--- src/rtl/bcd_pkg.sv ---
// Shared BCD definitions for the multi-digit counter and its checkers.
package bcd_pkg;

    localparam int              BCD_W    = 4;
    localparam logic [BCD_W-1:0] BCD_MAX  = 4'd9;
    localparam logic [BCD_W-1:0] BCD_ZERO = 4'd0;

    // True when the nibble is a legal decimal digit (0..9).
    function automatic logic is_bcd(input logic [BCD_W-1:0] nibble);
        return (nibble <= BCD_MAX);
    endfunction

endpackage

--- src/rtl/bcd_digit.sv ---
// One decimal digit of the counter: clear, load, and +/-1 with carry/borrow out.
module bcd_digit
    import bcd_pkg::*;
(
    input  logic             clk,
    input  logic             rst_n,
    input  logic             clr,
    input  logic             ld,
    input  logic [BCD_W-1:0] ld_val,
    input  logic             step_in,
    input  logic             up,
    output logic [BCD_W-1:0] q,
    output logic             step_out
);

    // Carry (up) or borrow (down) ripples combinationally into the next digit.
    assign step_out = step_in & (up ? (q == BCD_MAX) : (q == BCD_ZERO));

    // Digit register: clear beats load beats step.
    always_ff @(posedge clk or negedge rst_n) begin
        if (!rst_n) begin
            q <= BCD_ZERO;
        end else if (clr) begin
            q <= BCD_ZERO;
        end else if (ld) begin
            q <= ld_val;
        end else if (step_in) begin
            if (up) begin
                q <= (q == BCD_MAX) ? BCD_ZERO : q + 4'd1;
            end else begin
                q <= (q == BCD_ZERO) ? BCD_MAX : q - 4'd1;
            end
        end
    end

endmodule

--- src/rtl/bcd_counter_4d.sv ---
// Multi-digit BCD up/down counter with prescaler, parallel load and clear.
// Digits are packed with nibble 0 as the least-significant digit.
module bcd_counter_4d
    import bcd_pkg::*;
#(
    parameter int DIGITS   = 4,
    parameter int TICK_DIV = 1
) (
    input  logic                    clk,
    input  logic                    rst_n,
    input  logic                    en,
    input  logic                    up,
    input  logic                    clr,
    input  logic                    load,
    input  logic [BCD_W*DIGITS-1:0] load_val,
    output logic [BCD_W*DIGITS-1:0] digits,
    output logic                    wrap,
    output logic                    load_err
);

    // A one-bit prescaler is kept even for TICK_DIV=1; it simply stays at zero.
    localparam int              PS_W    = (TICK_DIV > 1) ? $clog2(TICK_DIV) : 1;
    localparam logic [PS_W-1:0] PS_LAST = PS_W'(TICK_DIV - 1);

    logic [PS_W-1:0] ps;
    logic            ld_ok;
    logic            ld_go;
    logic            ld_bad;
    logic            step;
    logic [DIGITS:0] chain;

    // Load is accepted only if every nibble is a legal decimal digit.
    always_comb begin
        ld_ok = 1'b1;
        for (int i = 0; i < DIGITS; i++) begin
            ld_ok = ld_ok & is_bcd(load_val[i*BCD_W +: BCD_W]);
        end
    end

    assign ld_go  = load & ~clr &  ld_ok;
    assign ld_bad = load & ~clr & ~ld_ok;

    // Any clr or load (accepted or rejected) suppresses the count step.
    assign step     = en & ~clr & ~load & (ps == PS_LAST);
    assign chain[0] = step;

    // Prescaler: restarts on clear/accepted load, freezes on rejected load or en=0.
    always_ff @(posedge clk or negedge rst_n) begin
        if (!rst_n) begin
            ps <= '0;
        end else if (clr || ld_go) begin
            ps <= '0;
        end else if (ld_bad) begin
            ps <= ps;
        end else if (en) begin
            ps <= (ps == PS_LAST) ? '0 : ps + PS_W'(1);
        end
    end

    genvar g;
    generate
        for (g = 0; g < DIGITS; g++) begin : gen_digit
            bcd_digit u_digit (
                .clk      (clk),
                .rst_n    (rst_n),
                .clr      (clr),
                .ld       (ld_go),
                .ld_val   (load_val[g*BCD_W +: BCD_W]),
                .step_in  (chain[g]),
                .up       (up),
                .q        (digits[g*BCD_W +: BCD_W]),
                .step_out (chain[g+1])
            );
        end
    endgenerate

    // Status pulses: carry out of the top digit is a full wrap; bad load flags an error.
    always_ff @(posedge clk or negedge rst_n) begin
        if (!rst_n) begin
            wrap     <= 1'b0;
            load_err <= 1'b0;
        end else begin
            wrap     <= chain[DIGITS];
            load_err <= ld_bad;
        end
    end

endmodule
--- config.mk ---
export PLATFORM = sky130hd
export DESIGN_NAME = bcd_counter_4d
export DESIGN_NICKNAME = d
export VERILOG_FILES = /design/src/rtl/bcd_pkg.sv /design/src/rtl/bcd_digit.sv /design/src/rtl/bcd_counter_4d.sv
export SDC_FILE = /design/constraint.sdc
export NUM_CORES = 1
export LEC_CHECK = 0
export ABC_AREA = 1
export BUFFER_PORTS_ARGS = -buffer_cell sky130_fd_sc_hd__buf_2
export CAP_MARGIN = 20
export CORE_UTILIZATION = 34
export CTS_CLUSTER_DIAMETER = 50
export DETAILED_ROUTE_END_ITERATION = 6
export PLACE_DENSITY = 0.55
export SYNTH_ARGS = -nofsm -noshare
export SYNTH_HDL_FRONTEND = slang
export SYNTH_SLANG_ARGS = --single-unit
export TNS_END_PERCENT = 20
--- constraint.sdc ---
create_clock -name clk -period 5 [get_ports clk]
set_clock_uncertainty 0.2 [all_clocks]
set_input_delay 0 -clock clk [delete_from_list [all_inputs] [get_ports clk]]
set_output_delay 0 -clock clk [all_outputs]
set_load 0.02 [all_outputs]
Word level (Yosys, flattened, before mapping)
Cells that the tools add are included.
- input port bits: 22
- output and inout bits: 18
- logic and storage cells: 85
- register bits after elaboration: 19
- bitwise logic cells: 17
- magnitude comparators: 4
- equal/unequal tests: 5
- reduce and logical (&&, ||, !) cells: 11
- add/subtract/negate cells: 9
- muxes and demuxes: 32
- operators with widths (kind ; number):
    $mux W4 ; 24
    $add A4 B1 Y4 const B ; 4
    $eq A4 B4 Y1 const B ; 4
    $le A4 B4 Y1 const B ; 4
    $logic_not A4 Y1 ; 4
    $sub A4 B1 Y4 const B ; 4
    $and A1 B1 Y1 ; 13
    $reduce_bool A3 Y1 ; 4
    $mux W1 ; 8
    $not A1 Y1 ; 4
    $ne A2 B1 Y1 const B ; 1
    $reduce_and A2 Y1 ; 1
    $reduce_bool A2 Y1 ; 1
    $add A1 B1 Y1 const B ; 1
    $logic_or A1 B1 Y1 ; 1

Longest topological paths before layout
- depth after elaboration: 10
- gate-level depth with buffers: 12

By module
A second synthesis with hierarchy kept.
- cells, all modules: 314
- area total of the unflattened synthesis: 1879.3 µm²
- modules (own cells, without submodules) (module ; area each (µm²) ; cells an instance ; instances):
    bcd_digit ; 429.2 ; 71 ; 4
    bcd_counter_4d ; 162.7 ; 30 ; 1

Worst setup path before layout
Ideal clock, no wire load.
- path kind: register -> register
- start point: reg gen_digit[0].u_digit.q[0]
- end point: reg gen_digit[3].u_digit.q[0]
- setup slack: 3223 ps
- setup time: 117 ps
- arrival time: 1459 ps
- clock period less this slack: 1777 ps
- stages on the path, launching flop included: 11
- path through: dfrtp_1 -> inv_1 -> ha_1 -> nand3_1 -> nand2_1 -> nand3_4 -> nor2_4 -> nand2_2 -> nand2_2 -> nand2_1 -> nand2_1
- cells in the longest elaborated chain, start to end: 6
- elaborated cells on any way between the ends: 7
- RTL lines (element ; line ; text):
    from (decl) ; bcd_digit.sv:12 ; output logic [BCD_W-1:0] q,
    from (signal assigned) ; bcd_digit.sv:26 ; q <= ld_val;
    from (signal assigned) ; bcd_digit.sv:29 ; q <= (q == BCD_MAX) ? BCD_ZERO : q + 4'd1;
    from (signal assigned) ; bcd_digit.sv:31 ; q <= (q == BCD_ZERO) ? BCD_MAX : q - 4'd1;
    $eq A4 B4 Y1 / $logic_not A4 Y1 (equally long branches) ; bcd_digit.sv:17 ; assign step_out = step_in & (up ? (q == BCD_MAX) : (q == BCD_ZERO));
    $mux W1 * ; bcd_digit.sv:17 ;
    $and A1 B1 Y1 * (3 in series) ; bcd_digit.sv:17 ;
    $reduce_bool A3 Y1 (no line) * ; -- ;
    to (signal assigned) ; bcd_digit.sv:26 ;
    to (signal assigned) ; bcd_digit.sv:29 ;
    to (signal assigned) ; bcd_digit.sv:31 ;
    to (decl) ; bcd_digit.sv:12 ;
Every way passes the cells marked *; elsewhere a longest branch is shown, timed or not.
A chain may end at the register's enable or synchronous reset.

Worst setup path after layout
- start point: in load_val[5]
- end point: reg gen_digit[0].u_digit.q[0]
- cells in the longest elaborated chain, start to end: 7
- elaborated cells on any way between the ends: 8
- RTL lines (element ; line ; text):
    from (decl) ; bcd_counter_4d.sv:15 ; input logic [BCD_W*DIGITS-1:0] load_val,
    $le A4 B4 Y1 * ; bcd_pkg.sv:10 ; return (nibble <= BCD_MAX);
    $and A1 B1 Y1 * (3 in series) ; bcd_counter_4d.sv:36 ; ld_ok = ld_ok & is_bcd(load_val[i*BCD_W +: BCD_W]);
    $and A1 B1 Y1 * ; bcd_counter_4d.sv:40 ; assign ld_go = load & ~clr & ld_ok;
    $mux W4 ; bcd_digit.sv:25 ; end else if (ld) begin
    $mux W4 ; bcd_digit.sv:23 ; end else if (clr) begin
Marks and branches as above.

==> impl_metrics.py <==
metrics = {
    "outcome": {
        "status": "finished, violations left",
        "violations": "negative hold slack",
    },
    "timing": {
        "finalHoldViolCount": 1,
        "fin_crit_sh_pct": 46.69,
        "rsz0062_at_grt": "no",
        "whs_ns": -0.0005639,
        "period_minus_slack_ns": 2.335,
        "slew_viol_final": 0,
        "max_freq_mhz": 428.3,
        "max_slew_margin_pct": 60.58,
        "setup-tns-final_ns": 0,
        "setup_viol": 0,
        "tightest_slew_ns": 0.5907,
    },
    "final_layout": {
        "nets": 357,
        "fin_cells": 394,
        "syn2layout_area_growth_pct": 28.90,
        "final_area_sq_mm": 0.002160,
        "fill_cells": 486,
        "seqCellArea_sq_um": 450.4,
        "layout-drive-gt1-share_pct": 18.04,
        "multi_input_area_sq_mm": 0.001065,
        "n_antenna_cell": 0,
    },
    "pwr": {
        "powerDensity_mw_per_mm2": 222.5,
        "pwr-share-clk_pct": 25.8,
        "p_leak_nw": 1.244,
        "swShare_pct": 38.14,
        "p_comb_share_pct": 36.9,
        "seqPwrFrac_pct": 37.3,
        "ir_drop_mv": 0.1099,
        "p_switching_mw": 0.1833,
        "intPower_mw": 0.2972,
        "p_total_mw": 0.4805,
    },
    "clock_tree": {
        "cts_buffers": 3,
        "clock-sinks": 18,
        "cts-root-buf": "clkbuf_8",
        "clk_latency_ns": 0.25,
        "cts_tree": "done",
        "post_cts_resized": 0,
        "h-tree-depth": 1,
        "clkTransAtPathRegs_ns": 0.08,
        "clockBufferDepth": 2,
    },
    "drt": {
        "drcViolationCount": 0,
        "via_count": 1858,
        "viasPerCell": 4.716,
        "wl_mm": 4.645,
        "drt_first_iter_violations": 65,
        "ant_nets": 0,
        "first_pass_iters": 4,
        "avgRoutedWirePerCell_microns": 11.79,
    },
    "min_path": {
        "hold_path.class": "in -> async",
    },
    "floorplanning": {
        "die_h_microns": 72.20,
        "num_rows": 25,
        "dieArea_sq_mm": 0.005212,
        "dieWidth_microns": 72.20,
        "initial_core_util_pct": 35.47,
        "io_pins": 40,
        "core_sq_mm": 0.004723,
    },
    "placement": {
        "place_hpwl_mm": 3.453,
        "dp.cells": 371,
        "place_area_sq_mm": 0.001914,
        "io_buffers": 39,
        "gp_congestion": 0.8710,
    },
    "synth": {
        "synth.net_count": 301,
        "syn-instance-count": 272,
        "yosysWarnings": 0,
        "netlist_area_sq_mm": 0.001675,
        "ys_seq_area_share_pct": 26.89,
        "synth_cell_types": 25,
        "synth-seq-cells": 18,
        "avgSynthCellArea_sq_um": 6.159,
    },
    "flow_run": {
        "drv_cap": 0,
    },
    "global_route": {
        "grt_pass1_vias": 1692,
        "grt_pass1_wl_mm": 7.879,
        "antenna_found_initial": 0,
        "grtUsageTotal_pct": 19.18,
        "grt_overflow": 0,
        "grt_max_degree": 23,
    },
    "setup_path": {
        "cp_data_required_time_ns": 4.94,
        "r2r_slack_ns": 3.07,
        "crit_fanout": 22,
        "cp.arrival_ns": 2.28,
        "path_class": "in -> reg",
        "startpoint_type": "input port",
        "end_kind": "flip-flop",
    },
}
==> kinds of logic (layout without fill, tap and decap cells) <==
family          Yosys count  after routing  synth area share, %
fa+ha+maj                 7              7                5.228
buf+inv                  39             94                9.559
simple gates            185            185                49.44
compound gates           16             16                5.228
xor+xnor                  7              7                3.660
flops                    18             18                26.89
==> cell usage after synthesis <==
master    count  share of area, %
or2_0         1              0.37
xnor2_1       2               1.0
nor2_4        3               2.0
nand2_1     103                23
inv_1        28               6.3
xor2_1        5               2.6
nand2_2       3               1.1
o21ai_1       2              0.60
buf_6         1              0.67
buf_2         5               1.5
nand3_4       1               1.0
inv_2         4              0.90
nor2_1       11               2.5
nand4_1       2              0.75
nor2_2        1              0.37
or2_2         2              0.75
a21oi_2       2               1.0
nand3b_1      1              0.45
dfrtp_1      18                27
ha_1          7               5.2
a21oi_1       2              0.60
nand3_1      55                16
nor3_1        2              0.60
o21ai_0      10               3.0
buf_1         1              0.22
==> layout make-up <==
type	instances	share of cell area, %
multi-input combinational	215	49.30
sequential	18	20.86
timing repair buffer	58	17.84
inverter	32	5.562
tap	67	3.882
clock buffer	4	2.549
==> critical path, stage by stage <==
cell	delay, ns
dlygate4sd3_1	0.53
buf_2	0.13
o21ai_0	0.30
nand2_1	0.15
nor2_4	0.30
nand2_2	0.33
nand2_1	0.23
inv_2	0.12
nand2_1	0.11
o21ai_0	0.08
==> power groups by stage <==
| stage | registers, mW | clock network [mW] | logic (mW) |
|---|---|---|---|
| after floorplan | 0.188 | 0 | 0.112 |
| after global placement | 0.183 | 0 | 0.168 |
| after detailed placement | 0.182 | 0 | 0.167 |
| after CTS | 0.180 | 0.127 | 0.179 |
| after global routing | 0.182 | 0.132 | 0.206 |
| final | 0.179 | 0.124 | 0.177 |
==> placed cells by master, fill, tap and decap left out, types with 3 or more instances in the layout <==
master         netlist  routed
nand2_1            103     103
nand3_1             55      55
buf_2                5      39
inv_1               28      28
dlygate4sd3_1        0      19
dfrtp_1             18      18
nor2_1              11      11
o21ai_0             10      10
ha_1                 7       7
xor2_1               5       5
inv_2                4       4
clkbuf_8             0       4
nor2_4               3       3
nand2_2              3       3
==> what timing repair did <==
action,in CTS,in global routing
setup buffers,0,0
hold buffers,19,0
endpoints found under the hold margin,35,0
==> registers in the layout, indices dropped and copies added (netlist names) <==
signal               flops
wrap                     1
gen_digit.u_digit.q     16
load_err                 1
==> worst paths after layout <==
path / start / to / depth (start not counted)
min in group clk: load / gen_digit[0].u_digit.q[1] / 6
max: load_val[5] / gen_digit[0].u_digit.q[0] / 10
min reg2reg: gen_digit[2].u_digit.q[3] / gen_digit[2].u_digit.q[3] / 2
max reg2reg: gen_digit[0].u_digit.q[0] / gen_digit[2].u_digit.q[2] / 10
min: rst_n / gen_digit[0].u_digit.q[0] / 2
max in group asynchronous: rst_n / gen_digit[3].u_digit.q[0] / 2
==> layer usage <==
metal / track usage (%) / vias to the layer above / part of all wire [%]
met1: 26.40 / 835 / 48
met5: 0 / - / 0
met3: 2.639 / 6 / 4.2
met2: 31.46 / 41 / 46
met4: 5.229 / 0 / 1.1
li1: - / 976 / -
==> metrics by stage <==
step	util [%]	hold WS [ns]	setup WS (ns)
finish	45.72	-0.0005639	2.665
global route	45.72	0.04893	2.429
CTS	45.72	0.002824	2.617
detailed placement	40.53	-0.2372	2.901
global placement	40.53	-0.2327	2.968
floorplan	-	-0.4956	3.223
No activity file was read; power rests on OpenSTA's default activity.
